File: src/rtl/pipe_hazard_ctrl.sv
// pipe_hazard_ctrl: stall/flush/halt sequencer for the WISC-15 5-stage pipeline.
module pipe_hazard_ctrl #(
  parameter int DRAIN_CYCLES = 4,
  parameter int CNT_W = 16
) (
  input  logic             clk,
  input  logic             rst,
  input  logic [3:0]       id_op,
  input  logic [3:0]       id_rs,
  input  logic [3:0]       id_rt,
  input  logic             id_uses_rs,
  input  logic             id_uses_rt,
  input  logic             ex_mem_to_reg,
  input  logic             ex_reg_wrt,
  input  logic [3:0]       ex_rd,
  input  logic             mem_redirect,
  output logic             pc_we,
  output logic             ifid_we,
  output logic             ifid_flush,
  output logic             idex_flush,
  output logic             exmem_flush,
  output logic             halted,
  output logic [CNT_W-1:0] stall_cnt
);
  typedef enum logic [1:0] {RUN, DRAIN, HALTED} state_t;
  localparam int DW = $clog2(DRAIN_CYCLES + 1);
  state_t state_q, state_d;
  logic [DW-1:0] drain_q, drain_d;
  logic [CNT_W-1:0] stall_cnt_q, stall_cnt_d;
  logic luh, hlt;
  assign luh = ex_mem_to_reg && ex_reg_wrt && (ex_rd != 4'd0) &&
               ((id_uses_rs && id_rs == ex_rd) || (id_uses_rt && id_rt == ex_rd));
  assign hlt = id_op == 4'hF;
  assign stall_cnt = stall_cnt_q;
  always_comb begin
    state_d = state_q;
    drain_d = drain_q;
    stall_cnt_d = stall_cnt_q;
    pc_we = 1'b1;
    ifid_we = 1'b1;
    ifid_flush = 1'b0;
    idex_flush = 1'b0;
    exmem_flush = 1'b0;
    halted = 1'b0;
    case (state_q)
      RUN: begin
        if (mem_redirect) begin
          ifid_flush = 1'b1;
          idex_flush = 1'b1;
          exmem_flush = 1'b1;
        end else if (luh) begin
          pc_we = 1'b0;
          ifid_we = 1'b0;
          idex_flush = 1'b1;
          stall_cnt_d = &stall_cnt_q ? stall_cnt_q : stall_cnt_q + 1'b1;
        end else if (hlt) begin
          pc_we = 1'b0;
          ifid_flush = 1'b1;
          drain_d = DW'(DRAIN_CYCLES);
          state_d = DRAIN;
        end
      end
      DRAIN: begin
        if (mem_redirect) begin
          // an older control transfer put HLT on the wrong path
          ifid_flush = 1'b1;
          idex_flush = 1'b1;
          exmem_flush = 1'b1;
          drain_d = '0;
          state_d = RUN;
        end else begin
          pc_we = 1'b0;
          ifid_flush = 1'b1;
          drain_d = drain_q - 1'b1;
          state_d = drain_q == DW'(1) ? HALTED : DRAIN;
        end
      end
      default: begin
        pc_we = 1'b0;
        ifid_we = 1'b0;
        ifid_flush = 1'b1;
        idex_flush = 1'b1;
        halted = 1'b1;
      end
    endcase
  end
  always_ff @(posedge clk) begin
    if (rst) begin
      state_q <= RUN;
      drain_q <= '0;
      stall_cnt_q <= '0;
    end else begin
      state_q <= state_d;
      drain_q <= drain_d;
      stall_cnt_q <= stall_cnt_d;
    end
  end
endmodule

File: config.mk
export PLATFORM = sky130hd
export DESIGN_NAME = pipe_hazard_ctrl
export DESIGN_NICKNAME = d
export VERILOG_FILES = /design/src/rtl/pipe_hazard_ctrl.sv
export SDC_FILE = /design/constraint.sdc
export NUM_CORES = 1
export LEC_CHECK = 0
export CAP_MARGIN = 20
export CORE_AREA = 2 2 58 60
export DETAILED_ROUTE_END_ITERATION = 10
export DIE_AREA = 0 0 60 62
export GPL_TIMING_DRIVEN = 0
export PLACE_DENSITY_LB_ADDON = 0.1
export SYNTH_ARGS = -nofsm -noshare
export SYNTH_HDL_FRONTEND = slang
export SYNTH_SLANG_ARGS = --single-unit
File: constraint.sdc
create_clock -name clk -period 2.5 [get_ports clk]
set_clock_uncertainty 0.2 [all_clocks]
set_input_delay 0.5 -clock clk [delete_from_list [all_inputs] [get_ports clk]]
set_output_delay 0.5 -clock clk [all_outputs]
set_load 0.02 [all_outputs]
# Word-level counts from Yosys, hierarchy flattened
# Cells that the tools add are included.
[totals] register_bits=21 output_inout_bits=22 wordCells=56
[classes] n_addsub=2 eq_ne=8 muxes=28 bitwise_logic=2 reduce_logical=13
[op_table] op="16-bit by 1-bit adder with 16-bit output, second input constant" n=1
[op_table] op="16-bit AND reduction" n=1
[op_table] op="1-bit two-way mux" n=14
[op_table] op="3-bit two-way mux" n=4
[op_table] op="2-bit two-way mux" n=5
[op_table] op="4-bit equality test" n=2
[op_table] op="4-bit AND reduction" n=2
[op_table] op="2-bit != test, second input constant" n=3
[op_table] op="1-bit one-hot mux with 2 select lines" n=3
[op_table] op="3-bit one-hot mux with 2 select lines" n=1
[op_table] op="1-bit logical AND" n=5
[op_table] op="4-bit equality test, second input constant" n=1
[op_table] op="2-bit one-hot mux with 2 select lines" n=1
[op_table] op="4-bit nonzero test" n=1
[op_table] op="3-bit by 1-bit equality test with 1-bit output, second input constant" n=1
[op_table] op="3-bit by 1-bit subtractor with 3-bit output, second input constant" n=1
[op_table] op="2-bit by 1-bit equality test with 1-bit output, second input constant" n=1
[op_table] op="2-bit zero test" n=1
[op_table] op="1-bit NOT" n=2
[op_table] op="2-bit nonzero test" n=1
[op_table] op="2-bit OR reduction" n=1
[op_table] op="1-bit logical OR" n=1

# Logic depth before layout (Yosys ltp)
[depth] ltp_word=7 mapped_depth=7 ltp_nobuf=7

# Worst setup path after synthesis
# No wires, ideal clock.
[synth_path] path_kind="input-to-output" startpoint="input ex_rd[0]" endpoint="output ifid_we" arrival_ns=1.756 required_ns=1.800 setup_slack_ns=0.044 stages=7 path_buffers=1 cell_sequence="nor4_1 nor2_1 and4_4 nor2_2 buf_2 nor3_1 nor2_1"
[synth_via] elab_chain_cells=7 word_cells_on_any_way=11 classes_between="2 x eq/ne; 3 x mux; 6 x reduce/logical"
[synth_lines] item="from (decl)" line_no="15" rtl="input logic [3:0] ex_rd,"
[synth_lines] item="4-bit equality test" line_no="32" rtl="((id_uses_rs && id_rs == ex_rd) || (id_uses_rt && id_rt == ex_rd));"
[synth_lines] item="1-bit logical AND" line_no="32"
[synth_lines] item="1-bit logical OR" line_no="32"
[synth_lines] item="1-bit logical AND (*)" line_no="31" rtl="assign luh = ex_mem_to_reg && ex_reg_wrt && (ex_rd != 4'd0) &&"
[synth_lines] item="1-bit two-way mux (*)" line_no="51" rtl="end else if (luh) begin"
[synth_lines] item="1-bit two-way mux (*)" line_no="47" rtl="if (mem_redirect) begin"
[synth_lines] item="1-bit one-hot mux with 2 select lines (*)" line_no="45" rtl="case (state_q)"
[synth_lines] item="to (decl)" line_no="18" rtl="output logic ifid_we,"
# Mark *: on every way between the ends. The rest lies on a longest branch, timed or not.

# Final worst setup path
[layout_path] startpoint="input ex_rd[1]" endpoint="output ifid_we"
# The elaborated chain is that of the path after synthesis.

==> metrics <==
outcome=finished clean; endpoint type of the worst setup path=output pin; Relative slew margins=between 60 and 70%; Data required, critical path=roughly 1800 ps; Synth area leader=dfxtp_1; top post-synthesis cells by area=dfxtp_1 (31%), nor2b_1 (4.6%), mux2_1 (4.1%), nor2_1 (4.1%), nor3_1 (4.0%); Worst Hold Slack=~300 ps; row count=21; GR Overflow Total=0; most common cell in the netlist=dfxtp_1; initial antenna violation count=0; clk_lat worst skew=310 ps; layout cell share with drive strength beyond 1=between 10 and 15%; Comb pwr share=~15%; worst min-delay path class=reg -> reg; Port Buffers=44; Max Fclk=418.1 MHz; Pint=about 0.44 mW; CTS H-tree lvls=1; post-synthesis instance area=1370 um2; clk buf depth=2; first-pass GRT wire length=around 5.8 mm; Yosys top cell area share=between 30% and 40%; r2r endpoint=stall_cnt[9]$_SDFFE_PP0P_; die width=around 60 um; Hold Path Sink=stall_cnt[13]$_SDFFE_PP0P_; Net Switching=roughly 0.16 mW; hold path depth=2; crit-path max FO=6; Highest Signal Layer=met4; Final ANT Viol Nets=0; vias in the first global route=1385; WL met3=around 300 um; via count=1494; Residual DRC=0; Synth Flop Type=dfxtp_1; setup violators final=0; All-Layer GR Usage=about a fifth; die area=3720 um2; Clk network pwr share=29.0%; R2R cell count=5; total core area=~3200 um2; r2r startpoint=stall_cnt[2]$_SDFFE_PP0P_; largest net degree at the start of global routing=13; wl on met1=around 1.5 mm; startpoint types=primary input; vias per inst=between 5 and 6; Die Y=roughly 62 um; net count after synthesis=196; Yosys cell types=42; Starting Density=a little over two fifths; PwrDens=~310 nW/um2; crit path kind=in -> out; total wire length=between 3 and 4 mm; RePlAce Congestion=0.8510; final net count=approximately 250; sequential cell fraction of total power=56.0%; endpoints failing hold=0; Leak=roughly 0.70 nW; Final HPWL DP=~2.7 mm; Synth top cells by count=dfxtp_1 (21), nor2_1 (15), nand2_1 (14); area grow syn2layout=40.18%; Avg Cell Area, Syn=8.059 um2; Antenna Cells=0; Post-synth EDFFs=0; register bit total from synthesis=21; crit path time final=2392 ps; clock root cell=clkbuf_4; Async S/R FF share, synth=0%; Seq/Total Area, Yosys=a little under a third; peak supply drop=roughly 220 uV; CP arrival=between 1500 and 2000 ps; worst reg2reg setup slack=~260 ps; Post-CTS Hold Fix Bufs=0; Mapped Cells=170; yosys warns=0; routed len/inst=roughly 13 um; Fill cells=298; maxcap violations=0; Slew @ Worst Pin=559.2 ps; CTS Buf Count=3; # IOs=45; Final Max Tran Viols=0; TritonCTS clock tree=built; final critical-path share of the clock period=between 90% and 100%; Final Power=0.6012 mW; RSZ-0062 raised after global routing=no; Net Sw Frac=approximately 27%; number of iterations in the first detailed-routing pass=4; DRT iter0 DRCs=approximately 120; hold path startpoint=stall_cnt[13]$_SDFFE_PP0P_; DR WL met2=around 1.8 mm; Num Clock Sinks=21; Worst setup startpoint=ex_rd[1]; Worst-path clk slew=approximately 130 ps
-- critical path, stage by stage --
cell           delay (ps)
dlygate4sd2_1         300
nor4_4                150
nor2_2                 70
and4_4                180
nor2_4                190
nor3_2                 60
nor2_1                100
buf_4                 140
-- layer usage --
| metal | GRT usage, % | vias to the layer above |
|---|---|---|
| met5 | 0 | - |
| li1 | - | 726 |
| met1 | 24.75 | 677 |
| met2 | 35.56 | 80 |
| met3 | 3.727 | 11 |
| met4 | 7.619 | 0 |
-- state kept, by name, summed over array words and instances, names as in the netlist --
name / flops
stall_cnt: 16
drain_q: 3
state_q: 2
-- per-stage QoR --
| stage | cells | area (um2) | setup slack, ps | TNS (ps) | utilization [%] |
|---|---|---|---|---|---|
| final | 267 | 1921 | 108.4 | 0 | 60.41 |
| after floorplan | 170 | 1370 | 44.26 | 0 | - |
| after global placement | 260 | 1868 | -1043 | -7535 | 58.76 |
| after CTS | 268 | 1927 | 0.3373 | 0 | 60.61 |
| after detailed placement | 260 | 1868 | -1127 | -8949 | 58.76 |
| after global routing | 267 | 1921 | 1.771 | 0 | 60.41 |
-- final cells by class --
| class | instances | area (um2) | share of cell area [%] |
|---|---|---|---|
| clock buffers | 3 | 22.52 | 1.173 |
| repair buffers | 48 | 436.7 | 22.74 |
| clock inverters | 1 | 5.005 | 0.2606 |
| inverters | 6 | 22.52 | 1.173 |
| multi-input cells | 135 | 920.9 | 47.95 |
| well taps | 46 | 57.56 | 2.997 |
| plain buffers | 7 | 35.03 | 1.824 |
| flip-flops and latches | 21 | 420.4 | 21.89 |
-- layout by cell type, fill, tap and decap left out, types with 2 or more instances in the layout --
master           instances
mux2_1                   5
buf_4                    6
dlygate4sd2_1           10
a21oi_1                  9
o211ai_1                 3
or3_1                    2
a31oi_1                  3
dfxtp_1                 21
ha_1                     3
buf_2                    4
o31ai_1                  2
nor2b_1                 10
and4_4                   2
clkbuf_4                 3
clkdlybuf4s50_1         24
nor2_1                  14
inv_1                    6
nor3_1                   9
nor4_1                   3
and4_1                   2
nand2_1                 14
o21ai_0                  4
or4_1                    3
mux2_2                   3
xnor2_1                  2
nand3_1                  4
xor2_1                   6
buf_6                    2
clkbuf_1                 5
nand2b_1                 2
nand4_1                  8
clkdlybuf4s15_1          2
a311o_1                  2
nor3_2                   5
-- what timing repair did --
action,in CTS,in global routing
pin swaps,11,4
resized for setup,53,4
gates cloned,0,0
endpoints found under the setup margin,8,7
buffers inserted,4,0
-- cells by family (layout without fill, tap and decap cells) --
group | after synthesis | count (layout) | synth area share, %
compound gates | 28 | 28 | 13.42
fa+ha+maj | 3 | 3 | 2.740
mux | 9 | 9 | 7.305
xor+xnor | 8 | 8 | 5.114
simple gates | 87 | 87 | 36.26
buf+inv | 14 | 65 | 4.474
flops | 21 | 21 | 30.68
-- power groups by stage --
stage               Sequential, mW  Combinational (mW)  Clock [mW]
finish                       0.337              0.0902       0.174
global route                 0.337              0.0996       0.188
CTS                          0.337              0.0914       0.178
detailed placement           0.344              0.0962           0
global placement             0.344              0.0940           0
floorplan                    0.344              0.0407           0
-- worst max-delay path by stage --
stage	endpoint	slack, ps	cells past startpoint
after global routing	ifid_flush	2	8
after detailed placement	ifid_we	-1130	9
after global placement	ifid_we	-1040	9
after CTS	ifid_we	0.3	9
after floorplan	ifid_we	40	7
final	ifid_we	110	8
(Power assumes the default switching activity.)
